===== config.mk =====
export PLATFORM = sky130hd
export DESIGN_NAME = ascii2key_seq
export DESIGN_NICKNAME = d
export VERILOG_FILES = /design/src/rtl/ascii2key_seq.sv
export SDC_FILE = /design/constraint.sdc
export NUM_CORES = 1
export LEC_CHECK = 0
export CAP_MARGIN = 10
export CORE_UTILIZATION = 35
export CTS_CLUSTER_SIZE = 12
export DETAILED_ROUTE_END_ITERATION = 10
export PLACE_DENSITY = 0.59
export SYNTH_ARGS = -nofsm -noshare
export SYNTH_HDL_FRONTEND = slang
export SYNTH_SLANG_ARGS = --single-unit
export TNS_END_PERCENT = 10

===== constraint.sdc =====
create_clock -name clk -period 2.31 [get_ports clk]
set_input_delay 0.462 -clock clk [delete_from_list [all_inputs] [get_ports clk]]
set_output_delay 0.462 -clock clk [all_outputs]
set_load 0.01 [all_outputs]

===== src/rtl/ascii2key_seq.sv =====
// ASCII-to-PS/2 Set-2 keystroke sequencer: one character in, make/break byte stream out,
// with left-Shift wrapping for shifted characters and an optional idle gap between bytes.
module ascii2key_seq #(
  parameter logic [7:0] BREAK_CODE = 8'hF0,
  parameter logic [7:0] SHIFT_CODE = 8'h12,
  parameter int         GAP_CYCLES = 0
) (
  input  logic       clk,
  input  logic       reset_n,
  input  logic [7:0] ascii_in,
  input  logic       ascii_valid,
  output logic       ascii_ready,
  output logic [7:0] code_out,
  output logic       code_valid,
  input  logic       code_ready,
  output logic       unsupported,
  output logic       busy
);

  localparam logic [3:0] S_IDLE     = 4'd0;
  localparam logic [3:0] S_SH_MK    = 4'd1;
  localparam logic [3:0] S_MK       = 4'd2;
  localparam logic [3:0] S_BRK      = 4'd3;
  localparam logic [3:0] S_BRK_CODE = 4'd4;
  localparam logic [3:0] S_SH_BRK0  = 4'd5;
  localparam logic [3:0] S_SH_BRK1  = 4'd6;
  localparam logic [3:0] S_DONE     = 4'd7;
  localparam logic [3:0] S_UNSUP    = 4'd8;

  localparam logic [7:0] GAP_LOAD = 8'(GAP_CYCLES);

  function automatic logic [7:0] letter_code(input logic [7:0] idx);
    logic [7:0] c;
    case (idx)
      8'd0:  c = 8'h1C;  8'd1:  c = 8'h32;  8'd2:  c = 8'h21;  8'd3:  c = 8'h23;
      8'd4:  c = 8'h24;  8'd5:  c = 8'h2B;  8'd6:  c = 8'h34;  8'd7:  c = 8'h33;
      8'd8:  c = 8'h43;  8'd9:  c = 8'h3B;  8'd10: c = 8'h42;  8'd11: c = 8'h4B;
      8'd12: c = 8'h3A;  8'd13: c = 8'h31;  8'd14: c = 8'h44;  8'd15: c = 8'h4D;
      8'd16: c = 8'h15;  8'd17: c = 8'h2D;  8'd18: c = 8'h1B;  8'd19: c = 8'h2C;
      8'd20: c = 8'h3C;  8'd21: c = 8'h2A;  8'd22: c = 8'h1D;  8'd23: c = 8'h22;
      8'd24: c = 8'h35;  8'd25: c = 8'h1A;
      default: c = 8'h00;
    endcase
    return c;
  endfunction

  function automatic logic [7:0] digit_code(input logic [3:0] d);
    logic [7:0] c;
    case (d)
      4'd1: c = 8'h16;  4'd2: c = 8'h1E;  4'd3: c = 8'h26;  4'd4: c = 8'h25;
      4'd5: c = 8'h2E;  4'd6: c = 8'h36;  4'd7: c = 8'h3D;  4'd8: c = 8'h3E;
      4'd9: c = 8'h46;  4'd0: c = 8'h45;
      default: c = 8'h00;
    endcase
    return c;
  endfunction

  // Result is {supported, shift, scan_code}.
  function automatic logic [9:0] map_ascii(input logic [7:0] ch);
    logic [9:0] m;
    m = 10'd0;
    if (ch >= 8'h61 && ch <= 8'h7A)      m = {2'b10, letter_code(ch - 8'h61)};
    else if (ch >= 8'h41 && ch <= 8'h5A) m = {2'b11, letter_code(ch - 8'h41)};
    else if (ch >= 8'h30 && ch <= 8'h39) m = {2'b10, digit_code(ch[3:0])};
    else begin
      case (ch)
        8'h21: m = {2'b11, digit_code(4'd1)};
        8'h40: m = {2'b11, digit_code(4'd2)};
        8'h23: m = {2'b11, digit_code(4'd3)};
        8'h24: m = {2'b11, digit_code(4'd4)};
        8'h25: m = {2'b11, digit_code(4'd5)};
        8'h5E: m = {2'b11, digit_code(4'd6)};
        8'h26: m = {2'b11, digit_code(4'd7)};
        8'h2A: m = {2'b11, digit_code(4'd8)};
        8'h28: m = {2'b11, digit_code(4'd9)};
        8'h29: m = {2'b11, digit_code(4'd0)};
        8'h20: m = {2'b10, 8'h29};
        8'h0D: m = {2'b10, 8'h5A};
        8'h08: m = {2'b10, 8'h66};
        default: m = 10'd0;
      endcase
    end
    return m;
  endfunction

  logic [3:0] r_state;
  logic [3:0] w_state_nxt;
  logic [7:0] r_code;
  logic       r_shift;
  logic [7:0] r_gap;
  logic [9:0] w_map;
  logic       w_accept;
  logic       w_xfer;
  logic       w_byte_state;
  logic       w_last;

  assign w_map        = map_ascii(ascii_in);
  assign ascii_ready  = (r_state == S_IDLE);
  assign w_accept     = ascii_valid & ascii_ready;
  assign w_byte_state = (r_state >= S_SH_MK) && (r_state <= S_SH_BRK1);
  assign code_valid   = w_byte_state && (r_gap == 8'd0);
  assign w_xfer       = code_valid & code_ready;
  assign w_last       = ((r_state == S_BRK_CODE) && !r_shift) || (r_state == S_SH_BRK1);
  assign unsupported  = (r_state == S_UNSUP);
  assign busy         = (r_state != S_IDLE);

  always_comb begin
    code_out = 8'h00;
    case (r_state)
      S_SH_MK:    code_out = SHIFT_CODE;
      S_MK:       code_out = r_code;
      S_BRK:      code_out = BREAK_CODE;
      S_BRK_CODE: code_out = r_code;
      S_SH_BRK0:  code_out = BREAK_CODE;
      S_SH_BRK1:  code_out = SHIFT_CODE;
      default:    code_out = 8'h00;
    endcase
  end

  always_comb begin
    w_state_nxt = r_state;
    case (r_state)
      S_IDLE: if (w_accept) begin
        if (!w_map[9])     w_state_nxt = S_UNSUP;
        else if (w_map[8]) w_state_nxt = S_SH_MK;
        else               w_state_nxt = S_MK;
      end
      S_SH_MK:    if (w_xfer) w_state_nxt = S_MK;
      S_MK:       if (w_xfer) w_state_nxt = S_BRK;
      S_BRK:      if (w_xfer) w_state_nxt = S_BRK_CODE;
      S_BRK_CODE: if (w_xfer) w_state_nxt = r_shift ? S_SH_BRK0 : S_DONE;
      S_SH_BRK0:  if (w_xfer) w_state_nxt = S_SH_BRK1;
      S_SH_BRK1:  if (w_xfer) w_state_nxt = S_DONE;
      default:    w_state_nxt = S_IDLE;
    endcase
  end

  // Control state; the gap is loaded on every non-final transfer and counts down to zero.
  always_ff @(posedge clk or negedge reset_n) begin
    if (!reset_n) begin
      r_state <= S_IDLE;
      r_shift <= 1'b0;
      r_gap   <= 8'd0;
    end else begin
      r_state <= w_state_nxt;
      if (w_accept) r_shift <= w_map[8];
      if (w_xfer && !w_last) r_gap <= GAP_LOAD;
      else if (r_gap != 8'd0) r_gap <= r_gap - 8'd1;
    end
  end

  // Scan code is pure data and is only observed through byte states.
  always_ff @(posedge clk) begin
    if (w_accept) r_code <= w_map[7:0];
  end

endmodule


==> impl_metrics.toml, run 1 <==
[logic_synthesis]
synth-xor-area-share_pct = 2.33
synthTopCellsByArea = "dfrtp_1, edfxtp_1, ha_1"
synthFlopType = "dfrtp_1"
synth_seq_area_share_pct = 23.8
synth-simple-area-share_pct = 22.5
synth_largest_area_cell = "dfrtp_1"
syn_inst = 288
ys_warn_count = 0
synth_compound_area_share_pct = 30.7
synth.area.mux_share_pct = 5.95
yosys.cell_count.top_type = "a21oi_1"
avgSynthCellArea_um2 = 7.82
syn-num-nets = 311
synth_top_family_by_area = "compound AO/OA/AOI/OAI gates"
yosysUniqueCellTypes = 64
async_flop_share_pct = 65.0
synth_common_cells = "a21oi_1, nor2_1, o21ai_0"
synth-seq-cells = 20
synthAdderAreaFrac_pct = 6.56
synth.top_cell.area_share_pct = 14.5
synth_enable_flop_cells = 7
syn_area_um2 = 2250

[hold_path]
hold_end = "r_gap[7]$_DFFE_PN0P_"
whs_path_depth = 1
hp-class = "reg -> reg"
hold_start = "r_gap[7]$_DFFE_PN0P_"

[place]
dp_slack_ns = -0.593
gp_congestion = 0.889
hpwl_mm = 5.44
numPortBuffers = 23

[clock_network]
cts_tree = "yes"
clkLatencyLatePin_ns = 0.26
htreeDepth = 1
cts-root-buf = "clkbuf_8"
cts_buffers = 3
clockBufferDepth = 2
clkTransAtPathRegs_ns = 0.08
clkSinkCount = 20

[global_routing]
grt_usage_pct = 22.1
grt_max_degree = 16
grt_pass1_vias = 2497
antenna_found_initial = 0
grt.overflow.total = 0
grt_pass1_wl_mm = 11.6

[detailed_routing]
drtIter0Drc = 90
viasPerCell = 5.67
vias = 2565
wirelength_mm = 7.19
first_pass_iters = 4
ant_nets = 0
wl_per_cell_um = 15.9
drc = 0

[flow_run]
maxCapViolCount = 0

[sta]
layout_setup_ws_ns = 0.0265
setup_viol = 0
worstMarginPinSlew_ns = 0.593
tns_ns = 0
period_share_pct = 98.9
hold_violations = 0
slew_violations = 0
rsz0062_at_grt = "yes"
max-slew-margin-rel_pct = 60.4
period_minus_slack_ns = 2.28
fmax_mhz = 438
hold_slack_ns = 0.489
clock-skew-final_ns = 0.00501

[worst_setup_path]
cp_max_fo = 5
crit_path_end_kind = "register"
r2r-end = "r_state[1]$_DFFE_PN0P_"
r2r.worst_path.cells = 8
reg2reg_setup_slack_ns = 0.40
crit_required_ns = 2.39
reg2reg_from = "r_gap[0]$_DFFE_PN0P_"
start_kind = "input pin"
cp.arrival_ns = 2.36
worstSetupPathType = "in -> reg"

[pwr]
leakage_nw = 1.57
p_seq_share_pct = 23.7
combPwrFrac_pct = 60.1
intPower_w = 0.00133
switchingPower_w = 0.000833
clockPowerShare_pct = 16.2
ir_worst_vdd_uv = 653
report.power.total_w = 0.00216
netSwitchingFraction_pct = 38.5
power_density_nw_per_um2 = 638

[status]
outcome = "completed"

[finish]
synthToLayoutAreaGrowth_pct = 50.6
antenna_cells = 0
layout.nets = 401
layout-drive-gt1-share_pct = 35.0

[floorplan]
die_w_um = 82.2
dieArea_um2 = 6760
io_pins = 24
rows = 28
die_y_um = 82.2
core_area_um2 = 6060
initial_core_util_pct = 37.1
==> worst max-delay path by stage <==
| stage | start | to |
|---|---|---|
| finish | ascii_in[6] | r_code[1]$_DFFE_PP_ |
| CTS | ascii_in[1] | r_code[1]$_DFFE_PP_ |
| floorplan | ascii_in[0] | r_code[4]$_DFFE_PP_ |
| global placement | ascii_in[0] | r_code[1]$_DFFE_PP_ |
| detailed placement | ascii_in[0] | r_code[1]$_DFFE_PP_ |
| global route | ascii_in[6] | r_code[1]$_DFFE_PP_ |
==> power by group through the flow <==
stage          Clock (W)  Sequential, W  Combinational, W
6_report        0.000350       0.000512           0.00130
5_1_grt         0.000373       0.000520           0.00143
4_1_cts         0.000363       0.000507           0.00125
3_5_place_dp           0       0.000511           0.00125
3_3_place_gp           0       0.000510           0.00124
2_1_floorplan          0       0.000479          0.000701
==> sequential cells by signal, indices dropped and copies added (netlist names) <==
name,flops
r_state,4
r_gap,8
r_code,7
r_shift,1
==> critical path, stage by stage <==
cell and delay (ns):
clkdlybuf4s50_1 0.54, or3b_4 0.42, buf_4 0.15, or3_1 0.38, a21oi_2 0.22, nor4_4 0.08
o32ai_2 0.11
==> kinds of logic after synthesis <==
logic type / count (synthesis)
AO/OA/AOI/OAI: 103
adder cells (fa/ha/maj): 12
multiplexers: 13
flip-flops: 20
XOR/XNOR: 6
buffers and inverters: 39
AND/OR/NAND/NOR: 95
==> cell usage in the layout (no fill, tap or decap), types with 4 or more instances in the layout <==
cell              n
nor3_2            4
clkdlybuf4s50_1  11
a211oi_1          6
dfrtp_1          13
buf_4            82
ha_1              7
o31ai_1           7
nor2b_1           4
nor3b_1           4
and3_1            4
mux2i_1          10
dlymetal6s2s_1    9
a31oi_1           4
inv_1            13
nand3_1           7
nor2_1           18
o21ai_0          16
o211ai_1          4
ha_4              4
o21a_1            4
nor3_1           11
nand2_1          17
edfxtp_1          7
a21oi_1          24
==> timing repair <==
item,in CTS,in global routing
hold buffers,0,0
gates resized for setup,22,32
gates cloned,0,0
setup buffers,2,4
pin swaps,3,8
endpoints found under the hold margin,0,0
setup endpoints to repair,17,18
==> layer usage <==
layer	track usage, %	vias up	wire length [um]
met1	28.8	1220	3250
met3	1.76	12	324
met2	37.8	73	3500
met5	0	-	0
met4	8.07	0	120
li1	-	1260	-
==> final cells by class <==
| cell class | instances | area, um^2 |
|---|---|---|
| well taps | 75 | 93.8 |
| flip-flops and latches | 20 | 536 |
| clock inverters | 1 | 30.0 |
| clock buffers | 3 | 41.3 |
| multi-input cells | 229 | 1740 |
| inverters | 17 | 63.8 |
| repair buffers | 107 | 887 |
| fillers | 573 | 2670 |
==> stage by stage <==
step / std cells / utilization (%) / area (um^2)
floorplan: 288 / - / 2290
CTS: 448 / 53.2 / 3220
global route: 452 / 55.9 / 3390
detailed placement: 442 / 50.4 / 3060
finish: 452 / 55.9 / 3390
global placement: 442 / 50.4 / 3060
No activity file was read; power rests on OpenSTA's default activity.
==> inputs of run 2 (changes only) <==
--- a/config.mk
+++ b/config.mk
@@ -6,10 +6,10 @@
 export NUM_CORES = 1
 export LEC_CHECK = 0
 export CAP_MARGIN = 10
-export CORE_UTILIZATION = 35
+export CORE_UTILIZATION = 58
 export CTS_CLUSTER_SIZE = 12
 export DETAILED_ROUTE_END_ITERATION = 10
-export PLACE_DENSITY = 0.59
+export PLACE_DENSITY = 0.87
 export SYNTH_ARGS = -nofsm -noshare
 export SYNTH_HDL_FRONTEND = slang
 export SYNTH_SLANG_ARGS = --single-unit
==> run 2 against run 1 <==
  * The flow now finishes with violations (negative setup slack)
  * Count of clock-buffer cells in the layout grew 1
  * Largest power group unchanged
  * Critical path type unchanged
  * Setup slack got worse by 0.058 ns
  * Critical path depth did not move
  * Clock skew fell by 0.0013 ns
  * First-iteration DRC count grew to 4.3 times the previous value
  * Final area decreased by 6.2%
  * Via count grew 9.0%
==> impl_metrics.toml, run 2 (synthesis gave the netlist of run 1 again) <==
[sta]
max-slew-margin-rel_pct = 58.9
fmax_mhz = 427
slew_violations = 0
period_share_pct = 101
setup_viol = 6
layout_setup_ws_ns = -0.0314
hold_violations = 0
clock-skew-final_ns = 0.00371
worstMarginPinSlew_ns = 0.615
hold_slack_ns = 0.497
rsz0062_at_grt = "yes"
period_minus_slack_ns = 2.34

[finish]
top_regs = "r_gap (8), r_code (7), r_state (4)"
fill_cells = 214
final_cell_mix = "buf_4, a21oi_1, nor2_1, o21ai_0, nand2_1"
synthToLayoutAreaGrowth_pct = 41.2
top_register = "r_gap"
layout-drive-gt1-share_pct = 30.9
antenna_cells = 0
stdcell_count = 420
layout_commonest_cell = "buf_4"
final_area_um2 = 3180
layout.nets = 396
largest_reg_flops = 8

[floorplan]
io_pins = 24
rows = 22
initial_core_util_pct = 61.0
die_y_um = 64.3
dieArea_um2 = 4130
core_area_um2 = 3690
die_w_um = 64.3

[place]
gp_congestion = 1.06
hpwl_mm = 5.53
dpl_cell_area_um2 = 3020
dp.cells = 414
dp_slack_ns = -0.539
numPortBuffers = 23

[detailed_routing]
ant_nets = 0
viasPerCell = 6.66
drtIter0Drc = 386
wl_per_cell_um = 18.3
wirelength_mm = 7.68
vias = 2796
first_pass_iters = 5
drc = 0

[status]
violations = "negative setup slack"
outcome = "finished, violations left"

[global_routing]
grt_max_degree = 15
grt_use_met2_pct = 63.7
busiest_layer = "met2"
grt_pass1_vias = 2716
grt.overflow.total = 0
grt_use_met3_pct = 8.04
grt.met1_usage_pct = 45.4
antenna_found_initial = 0
grt_pass1_wl_mm = 12.7
grt_usage_pct = 39.9

[pwr]
leakage_nw = 1.48
power_density_nw_per_um2 = 643
ir_worst_vdd_uv = 349

[clock_network]
clkLatencyLatePin_ns = 0.27
cts_hold_buf = 0
clockBufferDepth = 2
clkTransAtPathRegs_ns = 0.07
clkSinkCount = 20
cts_buffers = 3
htreeDepth = 1
cts-root-buf = "clkbuf_8"
cts_tree = "yes"

[worst_setup_path]
path_cells = "clkdlybuf4s50_1, buf_4, or4b_4, nor3_1, a21o_1, nand2_2, o31ai_1"
reg2reg_setup_slack_ns = 0.27
worstSetupPathType = "in -> reg"
cp.arrival_ns = 2.42
worst_path_largest_cell_delay_ns = 0.53
r2r.worst_path.cells = 5
cpMaxStageDelayCell = "or4b_4"
reg2reg_from = "r_gap[0]$_DFFE_PN0P_"
cp.depth = 7
r2r-end = "r_gap[7]$_DFFE_PN0P_"
start_kind = "input pin"
crit_path_end_kind = "register"
path_buf_inv = 2
crit_required_ns = 2.39
critPathLaunch = "ascii_in[2]"
cp_top_family = "simple AND/OR/NAND/NOR gates"
crit_end = "r_code[0]$_DFFE_PP_"
cp_max_fo = 8

[hold_path]
hp-class = "reg -> reg"

[flow_run]
maxCapViolCount = 0
==> run 2: final cells by class <==
class / count / area, um^2 / area share, %
multi-input combinational: 229 / 1650 / 51.9
timing repair buffer: 102 / 823 / 25.9
sequential: 20 / 537 / 16.9
inverter: 17 / 63.8 / 2.01
tap: 48 / 60.1 / 1.89
clock buffer: 4 / 45.0 / 1.42
==> run 2: worst min path at each step <==
| stage | from | to | slack (ns) | cells past startpoint |
|---|---|---|---|---|
| after global placement | r_gap[7]$_DFFE_PN0P_ | r_gap[7]$_DFFE_PN0P_ | 0.47 | 1 |
| after global routing | r_gap[7]$_DFFE_PN0P_ | r_gap[7]$_DFFE_PN0P_ | 0.53 | 1 |
| after CTS | r_gap[7]$_DFFE_PN0P_ | r_gap[7]$_DFFE_PN0P_ | 0.50 | 1 |
| final | r_gap[7]$_DFFE_PN0P_ | r_gap[7]$_DFFE_PN0P_ | 0.50 | 1 |
| after detailed placement | r_gap[7]$_DFFE_PN0P_ | r_gap[7]$_DFFE_PN0P_ | 0.49 | 1 |
| after floorplan | reset_n | r_gap[0]$_DFFE_PN0P_ | 0.17 | 0 |
==> run 2: through the flow <==
stage          TNS, ns  power (W)  util [%]
5_1_grt         -0.471    0.00217      86.2
3_3_place_gp     -3.98    0.00168      81.8
4_1_cts        -0.0674    0.00195      84.9
2_1_floorplan        0    0.00118         -
3_5_place_dp     -4.61    0.00173      81.8
6_report        -0.110    0.00205      86.2
==> run 2: repair_timing <==
item / 4_1_cts / 5_1_grt
resized for setup: 24 / 13
endpoints found under the setup margin: 20 / 17
pin swaps: 6 / 3
buffers inserted: 1 / 1
==> run 2: worst reg2reg max path: stages (launching register included) <==
cell	delay (ns)
dfrtp_1	0.39
buf_4	0.14
or3_1	0.39
a2111oi_1	0.57
nor3b_1	0.30
xor2_1	0.17
==> run 2: routing by layer <==
layer	routed length (um)	share of wire (%)
met5	0	0
met4	467	6.1
met3	792	10
met2	3590	47
met1	2830	37
==> run 2: report_power, final <==
part           switching, W  leakage [nW]  internal [W]
clock              0.000121        0.0228      0.000123
combinational      0.000665          1.22      0.000622
sequential        0.0000691         0.242      0.000444
total              0.000855          1.48       0.00119
==> inputs of run 3 (changes only) <==
--- a/config.mk
+++ b/config.mk
@@ -5,11 +5,12 @@
 export SDC_FILE = /design/constraint.sdc
 export NUM_CORES = 1
 export LEC_CHECK = 0
+export ABC_AREA = 1
 export CAP_MARGIN = 10
-export CORE_UTILIZATION = 58
+export CORE_UTILIZATION = 56
 export CTS_CLUSTER_SIZE = 12
 export DETAILED_ROUTE_END_ITERATION = 10
-export PLACE_DENSITY = 0.87
+export PLACE_DENSITY = 0.84
 export SYNTH_ARGS = -nofsm -noshare
 export SYNTH_HDL_FRONTEND = slang
 export SYNTH_SLANG_ARGS = --single-unit
==> run 3 against run 2 <==
  * The run still ends with negative setup slack left
  * Via count fell by 5.8%
  * Fmax is 2.5% lower
  * Total power fell by 10%
  * Final area decreased by 5.4%
  * Sequential share of layout area up 0.96 points
  * Register-to-register slack improved by 0.12 ns
  * Sequential power decreased by 4.5%
  * Setup slack worse by 0.061 ns
  * Count of clock-buffer cells in the layout shrank 1
  * Wire length is 16% lower
  * Combinational power down 23%
==> impl_metrics.toml, run 3 <==
[status]
outcome = "finished, violations left"
violations = "negative setup slack"

[sta]
period_minus_slack_ns = 2.40
layout_setup_ws_ns = -0.0924
clock-skew-final_ns = 0.00680
hold_slack_ns = 0.480
setup_viol = 1
period_share_pct = 104
rsz0062_at_grt = "yes"
max-slew-margin-rel_pct = 60.8
tns_ns = -0.0924
hold_violations = 0
worstMarginPinSlew_ns = 0.586
slew_violations = 0
fmax_mhz = 416

[detailed_routing]
viasPerCell = 5.49
wirelength_mm = 6.42
wl_per_cell_um = 13.4
first_pass_iters = 5
vias = 2633
drc = 0
drtIter0Drc = 166
ant_nets = 0

[logic_synthesis]
yosysUniqueCellTypes = 36
synth_common_cells = "nand2_1, inv_1, nor2_1"
synthTopCellsByArea = "nand2_1, dfrtp_1, edfxtp_1"
yosys.cell_count.top_type = "nand2_1"
synth_seq_area_share_pct = 24.0
synth_enable_flop_cells = 7
avgSynthCellArea_um2 = 6.26
syn_area_um2 = 2230
synth-simple-area-share_pct = 41.9
synth-seq-cells = 20
syn_inst = 356
synth_compound_area_share_pct = 13.8
synth.top_cell.area_share_pct = 15.7
syn-num-nets = 379
synth.area.mux_share_pct = 0
synthAdderAreaFrac_pct = 6.18
async_flop_share_pct = 65.0
synth-xor-area-share_pct = 3.09
synth_largest_area_cell = "nand2_1"
synthFlopType = "dfrtp_1"
synth_top_family_by_area = "simple AND/OR/NAND/NOR gates"
ys_warn_count = 0

[worst_setup_path]
crit_required_ns = 1.85
r2r.worst_path.cells = 12
crit_end = "code_out[4]"
start_kind = "register"
cp_max_fo = 4
reg2reg_setup_slack_ns = 0.39
worstSetupPathType = "reg -> out"
cp.arrival_ns = 1.94
crit_path_end_kind = "output port"
path_cells = "nor2_2, inv_1, nor3_4, a21oi_2, inv_2, nand2_1, nand3_1, clkdlybuf4s50_1"
r2r-end = "r_state[1]$_DFFE_PN0P_"
critPathLaunch = "r_state[2]$_DFFE_PN0P_"
reg2reg_from = "r_gap[0]$_DFFE_PN0P_"
worst_path_largest_cell_delay_ns = 0.53
cpMaxStageDelayCell = "clkdlybuf4s50_1"

[finish]
layout-drive-gt1-share_pct = 21.8
multiInputGateArea_um2 = 1480
layout_commonest_cell = "nand2_1"
antenna_cells = 0
largest_reg_flops = 8
synthToLayoutAreaGrowth_pct = 35.1
final_area_um2 = 3010
seq_area_um2 = 537
fill_cells = 284
top_register = "r_gap"
layout.nets = 456
top_regs = "r_gap (8), r_code (7), r_state (4)"
final_cell_mix = "nand2_1, buf_4, nor2_1, inv_1, nand3_1"
final_util_pct = 80.3

[place]
dpl_cell_area_um2 = 2890
gp_congestion = 0.953
numPortBuffers = 23
hpwl_mm = 4.97

[clock_network]
cts_hold_buf = 0
cts_tree = "yes"
clkLatencyLatePin_ns = 0.26
clkSinkCount = 20
htreeDepth = 1
cts-root-buf = "clkbuf_8"
cts_buffers = 3
clockBufferDepth = 2
clkTransAtPathRegs_ns = 0.08

[floorplan]
dieArea_um2 = 4230
die_y_um = 65.1
die_w_um = 65.1
core_area_um2 = 3740
rows = 22
io_pins = 24
initial_core_util_pct = 59.5

[pwr]
report.power.total_w = 0.00183
ir_worst_vdd_uv = 491
power_density_nw_per_um2 = 610
leakage_nw = 1.73

[global_routing]
grt_max_degree = 14
grt.overflow.total = 0
grt_usage_pct = 32.2
antenna_found_initial = 0
grt_pass1_wl_mm = 10.6
grt_pass1_vias = 2379

[flow_run]
maxCapViolCount = 0

[hold_path]
whs_path_depth = 1
hp-class = "reg -> reg"
## run 3: layout make-up
| cell class | count | share of cell area [%] |
|---|---|---|
| sequential | 20 | 17.8 |
| clock buffer | 3 | 1.37 |
| tap | 48 | 2.00 |
| clock inverter | 1 | 0.998 |
| multi-input combinational | 275 | 49.2 |
| timing repair buffer | 78 | 21.8 |
| inverter | 55 | 6.86 |
## run 3: stage by stage
step	cells	setup WS (ns)
floorplan	356	0.0223
global placement	476	-0.303
finish	480	-0.0924
detailed placement	476	-0.366
global route	480	-0.169
CTS	480	-0.0520
## run 3: where the power goes
part | switching, W | total, W | internal, W
Sequential | 0.0000504 | 0.000490 | 0.000440
Combinational | 0.000567 | 0.000994 | 0.000428
Clock | 0.000118 | 0.000349 | 0.000231
## run 3: what timing repair did
action                     in CTS  in global routing
buffers inserted                0                  0
gates resized for setup        11                 13
setup endpoints to repair      17                 16
pin swaps                       0                  1
## run 3: worst max-delay path: cells and delay by family (launching register included)
family | cells | cell delay, ns
AOI/OAI and AO/OA | 1 | 0.09
DFF | 1 | 0.42
buffers and inverters | 3 | 0.74
and+or+nand+nor | 4 | 0.43
## run 3: kinds of logic (layout without fill, tap and decap cells)
group / count (synthesis) / after routing
xor gates and xnor gates: 7 / 7
adders and majority gates: 11 / 11
AOI/OAI and AO/OA: 54 / 54
and+or+nand+nor: 203 / 203
DFF: 20 / 20
buffers and inverters: 61 / 137
## run 3: worst min path at each step
| stage | to | slack [ns] | start |
|---|---|---|---|
| after floorplan | r_gap[0]$_DFFE_PN0P_ | 0.17 | reset_n |
| after global placement | r_gap[5]$_DFFE_PN0P_ | 0.45 | r_gap[5]$_DFFE_PN0P_ |
| after global routing | r_gap[5]$_DFFE_PN0P_ | 0.51 | r_gap[5]$_DFFE_PN0P_ |
| after CTS | r_gap[5]$_DFFE_PN0P_ | 0.48 | r_gap[5]$_DFFE_PN0P_ |
| final | r_gap[5]$_DFFE_PN0P_ | 0.48 | r_gap[5]$_DFFE_PN0P_ |
| after detailed placement | r_gap[5]$_DFFE_PN0P_ | 0.47 | r_gap[5]$_DFFE_PN0P_ |
## run 3: routing by layer
layer / track usage (%) / part of all wire, % / vias to the layer above / wire length (um)
li1: - / - / 1308 / -
met1: 43.8 / 45 / 1183 / 2860
met2: 53.8 / 46 / 132 / 2960
met3: 5.46 / 8.0 / 10 / 515
met4: 5.98 / 1.2 / 0 / 78
met5: 0 / 0 / - / 0
